==> src/rtl/seg7_scan_ctrl.sv <==
// seg7_scan_ctrl: time-multiplexed BCD digit scanner with inter-digit blanking and frame-synchronous value update.
// Optional SEG7_LEAD_ZERO_BLANK_EN enables leading-zero suppression.
module seg7_scan_ctrl #(
  parameter int DIGITS   = 4,
  parameter int PRESCALE = 1000,
  parameter int BLANK    = 16
) (
  input  logic                  clk,
  input  logic                  rst_n,
  input  logic                  load,
  input  logic [4*DIGITS-1:0]   value,
  output logic [3:0]            bcd_q,
  output logic [DIGITS-1:0]     digit_en_n,
  output logic                  blank,
  output logic                  pending,
  output logic                  frame_start
);
  localparam int IW = DIGITS > 1 ? $clog2(DIGITS) : 1;
  localparam int CW = PRESCALE > 1 ? $clog2(PRESCALE) : 1;
  typedef enum logic {BLANKING, SHOW} state_t;
  state_t state, n_state;
  logic [4*DIGITS-1:0] shadow, active, n_active;
  logic [IW-1:0] idx, n_idx;
  logic [CW-1:0] cnt, n_cnt;
  logic [3:0] n_nib;
  logic last, boundary, show;
  // Outputs are registered from next-state values so they change exactly on slot/phase edges.
  always_comb begin
    last     = cnt == CW'(PRESCALE - 1);
    boundary = last && idx == IW'(DIGITS - 1);
    n_cnt    = last ? '0 : cnt + CW'(1);
    n_idx    = !last ? idx : boundary ? '0 : idx + IW'(1);
    n_active = !boundary ? active : load ? value : pending ? shadow : active;
    n_state  = (state == BLANKING && cnt == CW'(BLANK - 1)) ? SHOW :
               (state == SHOW && last) ? BLANKING : state;
    n_nib    = n_active[4*n_idx +: 4];
    show     = n_state == SHOW && n_nib <= 4'd9;
`ifdef SEG7_LEAD_ZERO_BLANK_EN
    show     = show && (n_idx == '0 || (n_active >> {n_idx, 2'b00}) != '0);
`endif
  end
  always_ff @(posedge clk or negedge rst_n)
    if (!rst_n) state <= BLANKING;
    else state <= n_state;
  always_ff @(posedge clk or negedge rst_n)
    if (!rst_n) begin
      shadow      <= '0;
      active      <= '0;
      idx         <= '0;
      cnt         <= '0;
      bcd_q       <= '0;
      digit_en_n  <= '1;
      blank       <= 1'b1;
      pending     <= 1'b0;
      frame_start <= 1'b0;
    end else begin
      shadow      <= load ? value : shadow;
      active      <= n_active;
      idx         <= n_idx;
      cnt         <= n_cnt;
      bcd_q       <= n_nib;
      digit_en_n  <= show ? ~(DIGITS'(1) << n_idx) : '1;
      blank       <= !show;
      pending     <= boundary ? 1'b0 : load ? 1'b1 : pending;
      frame_start <= n_idx == IW'(DIGITS - 1) && n_cnt == CW'(PRESCALE - 1);
    end
endmodule
==> config.mk <==
export PLATFORM = sky130hd
export DESIGN_NAME = seg7_scan_ctrl
export DESIGN_NICKNAME = d
export VERILOG_FILES = /design/src/rtl/seg7_scan_ctrl.sv
export SDC_FILE = /design/constraint.sdc
export NUM_CORES = 1
export LEC_CHECK = 0
export CAP_MARGIN = 20
export CORE_MARGIN = 3
export CORE_UTILIZATION = 49
export CTS_CLUSTER_SIZE = 40
export DETAILED_ROUTE_END_ITERATION = 16
export GPL_TIMING_DRIVEN = 0
export PLACE_DENSITY = 0.83
export SLEW_MARGIN = 20
export SYNTH_ARGS = -nofsm -noshare
export SYNTH_HDL_FRONTEND = slang
export SYNTH_SLANG_ARGS = --single-unit
==> constraint.sdc <==
create_clock -name clk -period 2.5 [get_ports clk]
set_input_delay 0.375 -clock clk [delete_from_list [all_inputs] [get_ports clk]]
set_output_delay 0.375 -clock clk [all_outputs]
set_load 0.005 [all_outputs]
# == Yosys cells after proc, flatten, opt, wreduce, memory -nomap -nowiden ==
# Cells that the tools add are included.
# totals
regBits,56
in_bits,19
output_inout_bits,11
word_cells,40
# classes
addsub,2
magnitude_cmp,1
eq_ne,5
shifts,2
n_mux,11
n_bitwise,2
reduce_logical,7
# op_table
cell,n
$mux W16,3
$eq A10 B10 Y1 const B,2
$shiftx A16 B5 Y4,1
$add A10 B1 Y10 const B,1
$eq A10 B4 Y1 const B,1
$mux W10,1
$logic_and A1 B1 Y1,5
$eq A2 B2 Y1 const B,2
$le A4 B4 Y1 const B,1
$mux W1,4
$mux W2,2
$mux W4,1
$not A4 Y4,1
$shl A1 B2 Y4 const A,1
$add A2 B1 Y2 const B,1
$reduce_bool A2 Y1,1
$logic_not A1 Y1,1
$not A1 Y1,1

# == Longest topological paths before layout ==
# logic_depth
word_depth,8
ltp_mapped,9
ltp_nobuf,8

# == Worst setup path before layout ==
# OpenSTA, ideal clock, no wires.
# synth_timing
path_type,register to register
from,reg cnt[4]
to,reg digit_en_n[0]
setup_ns,0.102
arrival_time_ns,2.566
required_time_ns,2.398
slack_ns,-0.168
path_stages_with_launch,10
path_buffers,2
period_less_slack_ns,2.668
cell_sequence,dfrtp_1 > buf_6 > nand4bb_4 > nor4_4 > clkbuf_8 > mux2_2 > mux2_1 > mux2_4 > o21ai_4 > nand4_1
# synth_between
word_cells_on_any_way,16
cone_classes,order compare (1); eq/ne (2); shift (2); mux (6); bitwise (1); reduce/logical (4)
# synth_lines
element,line_no,text
from (decl),24,"logic [CW-1:0] cnt, n_cnt;"
from (signal assigned),60,cnt <= n_cnt;
$eq A10 B10 Y1,29,last = cnt == CW'(PRESCALE - 1);
$logic_and A1 B1 Y1,30,boundary = last && idx == IW'(DIGITS - 1);
$mux W16,33,n_active = !boundary ? active : load ? value : pending ? shadow : active;
via n_active[6],22,"logic [4*DIGITS-1:0] shadow, active, n_active;"
$shiftx A16 B5 Y4,36,n_nib = n_active[4*n_idx +: 4];
via n_nib[2],25,logic [3:0] n_nib;
$le A4 B4 Y1,37,show = n_state == SHOW && n_nib <= 4'd9;
$logic_and A1 B1 Y1,37,
$mux W4,62,digit_en_n <= show ? ~(DIGITS'(1) << n_idx) : '1;
to (signal assigned),62,
to (decl),13,"output logic [DIGITS-1:0] digit_en_n,"
# The timed path passes the listed nets, and every way through them passes these cells.
# A chain may end at the register's enable or synchronous reset.

# == Worst setup path after layout ==
# layout_timing
from,reg cnt[0]
to,reg digit_en_n[2]
# The elaborated chain is that of the path after synthesis.

==> metrics.cfg <==
[critical_path]
slowest_stage=dfrtp_1
crit_path_frequent_cell=mux2_4
crit_fanout=7
path_cells=ha_4 -> nand2_8 -> nor4_4 -> clkbuf_8 -> mux2_4 -> mux2_4 -> mux2_4 -> o21ai_4 -> nand4_1
required_ns=2.71
rr_worst_depth=9
critical_path_class=reg2reg
cp-start-kind=register
slowest_delay_ns=0.44
crit_path_end_kind=register
arrival_ns=2.82

[routing]
routedWlPerCell_um=15.8
ant_nets=0
drt_iter0_markers=109
via_count=1585
drc=0
first_pass_iters=4
routed_wl_mm=4.78
vias_per_cell=5.25

[clocking]
cts.sinks=56
clockRootBuffer=clkbuf_8
holdBufCountCts=0
h-tree-depth=2
cts_tree=yes
clk_path_buf_depth=2
clock_latency_ns=0.30
cts_buffers=5
clkTransAtPathRegs_ns=0.10

[synthesis]
ys_ff_latch=56
synth_top_area_cell=dfrtp_1
synthDistinctLibCells=42
synth_area_leaders=dfrtp_1, mux2_2, dfstp_2
yosysWarnings=0
synth_nets=208
ys.flop_type=dfrtp_1
synth-edff-count=0
synth-seq-area-share_pct=56.6
syn_avg_cell_area_um2=13.4
syn-cell-area_um2=2480
synth_top_area_share_pct=51.4
synth_cells=186
async_reset_ff_share_pct=100

[job]
drv_cap=0

[finish]
fillerInstances=356
fin_nets=256
drive_gt1_share_pct=37.4
post-route-util_pct=65.1
fin_area_um2=3140
multi_input_area_um2=1080
fin_cells=302
syn_to_final_growth_pct=26.2
regArea_um2=1410
antennaDiodeCount=0

[timing]
final.period_utilization_pct=104
rsz0062_at_grt=yes
hold_viol_final=0
worstMarginPinSlew_ns=0.685
fin_ws_ns=-0.104
fmax_ghz=0.384
setup_viol=5
report.final.slew_viol_count=0
relSlewSlack_pct=54.3
finalClockSkew_ns=0.0104
fin_crit_ns=2.60

[floorplanning]
rows=25
core_um2=4820
dieArea_um2=5960
io_pins=30
die_w_um=77.2
start_util_pct=51.6
die_h_um=77.2

[pwr]
power_uw=1550
switching_share_pct=22.1
p_seq_share_pct=60.5
internal-power_uw=1210
combPwrFrac_pct=5.9
p_per_area_nw_per_um2=494
p_sw_uw=343
max-vdd-ir-drop_uv=510
clockPowerShare_pct=33.6
p_leak_uw=0.00142

[placement]
io_buffers=29
dp_hpwl_mm=2.97
gp_congestion=0.841
dpl.cell_count=282
placed_area_um2=2880

[grt]
grt_max_degree=57
track_usage_pct=15.5
grt_overflow_total=0
grt_pass1_vias=1595
grt_pass1_wl_mm=7.29
antenna_found_initial=0

[outcome]
failed_checks=setup timing
status=complete, but fails checks

[worst_hold_path]
hold_path.class=in2async

through the flow:
step | TNS [ns] | setup slack (ns) | hold WS (ns)
2_1_floorplan | -0.341 | -0.0906 | 0.0794
3_3_place_gp | -36.35 | -0.639 | 0.476
3_5_place_dp | -3.96 | -0.596 | 0.465
4_1_cts | -0.395 | -0.110 | 0.126
5_1_grt | -0.680 | -0.172 | 0.135
6_report | -0.360 | -0.104 | 0.0945
registers in the layout, indices dropped and copies added (netlist names):
signal,count
active,16
shadow,16
cnt,10
bcd_q,4
digit_en_n,4
idx,2
blank,1
frame_start,1
pending,1
state,1
power groups by stage:
stage / clock [uW] / sequential [uW] / combinational (uW)
final: 520 / 938 / 91.6
after detailed placement: 0 / 956 / 92.5
after global routing: 564 / 941 / 101
after global placement: 0 / 955 / 91.1
after CTS: 527 / 939 / 93.2
after floorplan: 0 / 954 / 38.7
Yosys cell counts (all sizes together), types with 4 or more instances:
master  count
a21oi       4
buf         4
dfrtp      51
dfstp       5
inv         6
mux2       40
nand2      10
nand3       5
nand4       6
nor2       12
nor3        4
o21ai       5
xor2        4
placed cells by master (no fill, tap or decap), types with 4 or more instances in the layout:
master	netlist	final
dfrtp_1	51	48
xor2_1	4	4
dfstp_2	5	5
inv_1	6	6
clkbuf_8	1	7
nor2_1	12	12
mux2_2	38	30
nand2_1	9	9
nand3_1	4	4
buf_4	2	15
clkdlybuf4s50_1	0	28
mux2_4	1	10
nand4_1	6	6
layout make-up:
class,count,share of cell area [%]
Clock buffer,6,2.63
Inverter,6,0.718
Multi-Input combinational cell,117,34.5
Sequential cell,56,45.0
Clock inverter,2,0.479
Timing Repair Buffer,43,12.6
Tap cell,67,2.67
Buffer,5,1.36
layer usage:
layer / part of all wire [%] / wire length, um / vias up / global-route usage (%)
met4: 1.5 / 71 / 0 / 4.27
met3: 3.0 / 144 / 9 / 3.76
li1: - / - / 753 / -
met2: 50 / 2400 / 33 / 25.7
met1: 45 / 2160 / 790 / 20.2
met5: 0 / 0 / - / 0
worst max-delay path: cells and delay by family, from the launching register on:
kind	cells	cell delay, ns
AND/OR/NAND/NOR	3	0.58
buffers and inverters	1	0.24
adder cells (fa/ha/maj)	1	0.20
multiplexers	3	0.86
flip-flops	1	0.44
AO/OA/AOI/OAI	1	0.18
what timing repair did:
action | CTS | global route
buffers inserted | 7 | 7
resized for setup | 12 | 7
setup endpoints to repair | 8 | 8
pin swaps | 7 | 3
path summary, 6_finish.rpt:
check,from,to,slack [ns]
min reg2reg,shadow[7],shadow[7],0.50
min in group clk,shadow[7],shadow[7],0.50
max,cnt[0],digit_en_n[2],-0.10
min,rst_n,shadow[13],0.09
max reg2reg,cnt[0],digit_en_n[2],-0.10
max in group asynchronous,rst_n,idx[0],1.91
cells by family (layout without fill, tap and decap cells):
group           Yosys count  in the layout  synth area share (%)
fa+ha+maj                 3              3                  1.51
simple gates             49             49                  12.4
flops                    56             56                  56.6
buf+inv                  13             62                  3.27
compound gates           16             16                  4.58
xor+xnor                  7              7                  2.47
mux                      42             42                  19.1
Power figures use the tool's default switching activity.
